[config.mk]
export PLATFORM = sky130hd
export DESIGN_NAME = neuron_accum
export DESIGN_NICKNAME = d
export VERILOG_FILES = /design/src/rtl/neuron_accum.sv
export SDC_FILE = /design/constraint.sdc
export NUM_CORES = 1
export LEC_CHECK = 0
export ABC_AREA = 1
export CAP_MARGIN = 0
export CORE_MARGIN = 2
export CORE_UTILIZATION = 50
export CTS_BUF_LIST = sky130_fd_sc_hd__clkbuf_16
export CTS_CLUSTER_SIZE = 30
export DETAILED_ROUTE_END_ITERATION = 16
export GPL_TIMING_DRIVEN = 0
export PLACE_DENSITY = 0.8
export SETUP_SLACK_MARGIN = 0.2
export SYNTH_ARGS = -nofsm -noshare
export SYNTH_HDL_FRONTEND = slang
export SYNTH_SLANG_ARGS = --single-unit
[constraint.sdc]
create_clock -name clk -period 2.8 [get_ports clk]
set_input_delay 0.42 -clock clk [delete_from_list [all_inputs] [get_ports clk]]
set_output_delay 0.42 -clock clk [all_outputs]
set_load 0.05 [all_outputs]
[src/rtl/neuron_accum.sv]
// Sums N_INPUTS signed Q8.8 products, adds bias, saturates to 16 bits, optional ReLU.
// Result registered one cycle after the last accept; holds until act_ready, input stalled meanwhile.
module neuron_accum #(
  parameter int N_INPUTS = 4,
  parameter int ACC_W    = 24
) (
  input  logic        clk,
  input  logic        reset,
  input  logic [15:0] prod_in,
  input  logic        prod_valid,
  output logic        prod_ready,
  input  logic [15:0] bias,
  input  logic        relu_en,
  output logic [15:0] act_out,
  output logic        act_valid,
  input  logic        act_ready
);

  localparam int CNT_W = (N_INPUTS > 1) ? $clog2(N_INPUTS) : 1;
  localparam logic [CNT_W-1:0] LAST = CNT_W'(N_INPUTS - 1);

  typedef enum logic [1:0] {ACCUM, FINISH, HOLD} state_t;

  state_t                  state;
  logic signed [ACC_W-1:0] acc;
  logic signed [ACC_W-1:0] sum;
  logic [CNT_W-1:0]        cnt;
  logic [ACC_W-16:0]       hi;
  logic [15:0]             sat;
  logic [15:0]             result;

  assign prod_ready = (state == ACCUM);

  // Bits above bit 15 must all equal the sign bit, otherwise the sum is out of 16-bit range.
  always_comb begin
    sum = acc + ACC_W'($signed(bias));
    hi  = sum[ACC_W-1:15];
    if (!sum[ACC_W-1] && (|hi)) begin
      sat = 16'h7FFF;
    end else if (sum[ACC_W-1] && !(&hi)) begin
      sat = 16'h8000;
    end else begin
      sat = sum[15:0];
    end
    result = (relu_en && sat[15]) ? 16'h0000 : sat;
  end

  always_ff @(posedge clk or posedge reset) begin
    if (reset) begin
      state     <= ACCUM;
      acc       <= '0;
      cnt       <= '0;
      act_out   <= 16'h0000;
      act_valid <= 1'b0;
    end else begin
      case (state)
        ACCUM: begin
          if (prod_valid) begin
            acc <= acc + ACC_W'($signed(prod_in));
            cnt <= cnt + 1'b1;
            if (cnt == LAST) begin
              state <= FINISH;
            end
          end
        end
        FINISH: begin
          act_out   <= result;
          act_valid <= 1'b1;
          state     <= HOLD;
        end
        HOLD: begin
          if (act_ready) begin
            act_valid <= 1'b0;
            acc       <= '0;
            cnt       <= '0;
            state     <= ACCUM;
          end
        end
        default: state <= ACCUM;
      endcase
    end
  end

endmodule

==> impl_metrics.tcl <==
set metrics [dict create \
    outcome "finished, final reports clean" \
    yosys_warning_total 0 \
    drv.max_cap_violation_count 0 \
    htree_num_levels 2 \
    p_leak_uw 0.00319 \
    crit-reg2reg-launch "acc[0]" \
    postLayoutSetupSlackWorst_ns 0.219 \
    slew-limit-headroom_pct 60.5 \
    dieWidth_um 102 \
    grt_first_pass_wirelength_mm 21.9 \
    final_cycle_share_pct 92.2 \
    detail_route.iter0.violations 218 \
    tns_ns 0 \
    num-nets-final 931 \
    vias_in_the_first_global_route 4873 \
    power.ir.vdd_worst_mv 0.518 \
    reg_to_reg_end "act_out[14]" \
    final_layout_size_suffix_gt1_share_pct 14.4 \
    leading_cell_types_in_the_layout_fill_and_taps_excluded "nand2_1 (261), inv_1 (98), a21oi_1 (53), clkdlybuf4s50_1 (48), dfrtp_1 (45)" \
    grt_max_degree 33 \
    crit_top_cell "nand2_1" \
    drt-total-wl_mm 14.2 \
    diodes 0 \
    grt_remaining_overflow 0 \
    num_vias 5200 \
    worst_hold_slack_ns 0.393 \
    cts-buffers-inserted 5 \
    remaining_routing_drc_violations 0 \
    number_of_top_level_pins 55 \
    timing.final.crit_period_ns 2.58 \
    critPathKind "in2reg" \
    fin_skew_ns 0.00921 \
    worst_pin_slew_ns 0.593 \
    setup.worst_path.start_class "primary input" \
    crit_path_max_fanout 5 \
    first_drt_pass_iteration_count 5 \
    synth_edf_count 0 \
    routedWlPerCell_um 14.6 \
    grtUsageTotal_pct 26.6 \
    dpl_worst_slack_ns -0.334 \
    postSynthAreaPerCell_sq_um 6.24 \
    clock_tree_root_driver_cell "clkbuf_16" \
    cts_buffer_depth 2 \
    layout_commonest_cell "nand2_1" \
    io_buffers 54 \
    cp_data_required_time_ns 2.99 \
    cts.sinks 45 \
    clkLatencyLatePin_ns 0.29 \
    synth.lib_cells_used.distinct 43 \
    timing.final.hold_violations 0 \
    cts_hold_buffers 0 \
    postSynth.asyncResetShare_pct 100 \
    unrepaired_setup_endpoints_after_global_routing "yes" \
    fp.dieH_um 102 \
    timing.critical_path.to_type "register" \
    initial_core_util_pct 51.7 \
    layout.cell_area.non_filler_sq_um 6180 \
    slowest_stage_cell_on_the_critical_path "clkdlybuf4s50_1" \
    antenna_violating_nets_post_route 0 \
    clkSlewWorstSetupHoldPaths_ns 0.07 \
    power_per_cell_area_nw_per_um2 1250 \
    path_cells "clkdlybuf4s50_1, ha_4, nand2_2, inv_1, nand2_1, nand2_1, inv_1, nand3_1, nand2_1, nand2_1, nand2_1, nand3_1, nor2_2, nand2_2, nand3_4, buf_6, nand2_2, clkinv_1, nand2_1" \
    synth-seq-cells 45 \
    detailedPlacementHpwl_mm 10.6 \
    tritoncts "yes" \
    worst-endpoint-arrival_ns 2.77 \
    vias_per_cell 5.33 \
    synth_fp_nets 855 \
    antenna_found_initial 0 \
    setup_violations 0 \
    synth-seq-area-share_pct 23.5 \
    globalplace.congestion 0.990 \
    synth_cells 769 \
    ff2ff_path_depth 17 \
    timing.hold.worst.class "in2async" \
    cpPeakStageDelay_ns 0.55 \
    total_power_uw 7750 \
    area_growth_from_synthesis_to_layout_pct 28.8 \
    synth.cell_area_sq_um 4800 \
    slew_violations 0 \
    timing.reg2reg.setup_slack_ns 0.30 \
    rows 35 \
    dpl-instance-area_sq_um 5520 \
    fmax_ghz 0.387 \
    synthFlopType "dfrtp_1" \
    fp.dieArea_sq_um 10400 \
    design.core.area_sq_um 9280 \
]
per-layer routing:
| metal | GRT usage [%] | vias to the layer above | share of wire (%) |
|---|---|---|---|
| met2 | 47.7 | 179 | 49 |
| met3 | 2.74 | 46 | 5.0 |
| met4 | 11.7 | 0 | 3.9 |
| li1 | - | 2611 | - |
| met1 | 32.3 | 2364 | 42 |
| met5 | 0 | - | 0 |
cell families after synthesis:
group	after synthesis	share of synthesized area [%]
simple gates	423	37.5
buf+inv	124	10.1
flops	45	23.5
xor+xnor	18	3.29
fa+ha+maj	49	13.1
compound gates	110	12.5
layout make-up:
| type | count | area, sq um |
|---|---|---|
| fill | 789 | 3110 |
| clock inverter | 3 | 45.0 |
| multi-input combinational | 600 | 3560 |
| inverter | 114 | 428 |
| tap | 129 | 161 |
| timing repair buffer | 69 | 673 |
| sequential | 45 | 1130 |
| clock buffer | 5 | 125 |
| buffer | 10 | 60.1 |
through the flow:
step                cells  utilization (%)
detailed placement    953             59.4
global route          975             66.5
global placement      952             59.2
finish                975             66.5
floorplan             769                -
CTS                   968             62.7
worst max path at each step:
stage,start,to,slack [ns],depth (start not counted)
final,bias[9],act_out[14],0.22,19
after detailed placement,bias[15],act_out[3],-0.33,18
after CTS,bias[9],act_out[14],0.22,18
after floorplan,bias[0],act_out[4],0.48,19
after global routing,bias[9],act_out[7],0.11,18
after global placement,bias[15],act_out[7],-0.27,18
Yosys cell counts (3+ instances only):
| cell type | n | share of area, % |
|---|---|---|
| o31ai_1 | 3 | 0.47 |
| nand2_2 | 9 | 1.2 |
| xnor2_1 | 8 | 1.5 |
| and2_1 | 3 | 0.39 |
| nand4_1 | 9 | 1.2 |
| ha_1 | 47 | 12 |
| nand3_1 | 43 | 4.5 |
| inv_1 | 101 | 7.9 |
| xor2_1 | 10 | 1.8 |
| or2_2 | 3 | 0.39 |
| clkinv_1 | 11 | 0.86 |
| nor2_2 | 8 | 1.0 |
| nor2_1 | 48 | 3.8 |
| o21ai_0 | 35 | 3.7 |
| nor3_1 | 5 | 0.52 |
| a21oi_1 | 58 | 6.1 |
| nand3b_1 | 3 | 0.47 |
| dfrtp_1 | 45 | 23 |
| clkbuf_1 | 6 | 0.47 |
| nand2_1 | 284 | 22 |
repair_timing:
action                     4_1_cts  5_1_grt
pin swaps                        9        8
buffers inserted                 6        7
gates resized for setup         26       69
setup endpoints to repair       15       22
gates cloned                     1        0
worst max-delay path, delay by kind of cell:
kind / cells / cell delay, ns
and+or+nand+nor: 13 / 1.22
buffers and inverters: 5 / 0.89
adders and majority gates: 1 / 0.25
power breakdown:
part	internal [uW]	switching [uW]	total (uW)
Sequential	982	339	1320
Combinational	2160	3560	5720
Clock	425	283	708
state kept, by name, summed over array words and instances, names as in the netlist:
name       count
cnt            2
act_valid      1
act_out       16
acc           24
state          2
No activity file was read; power rests on OpenSTA's default activity.
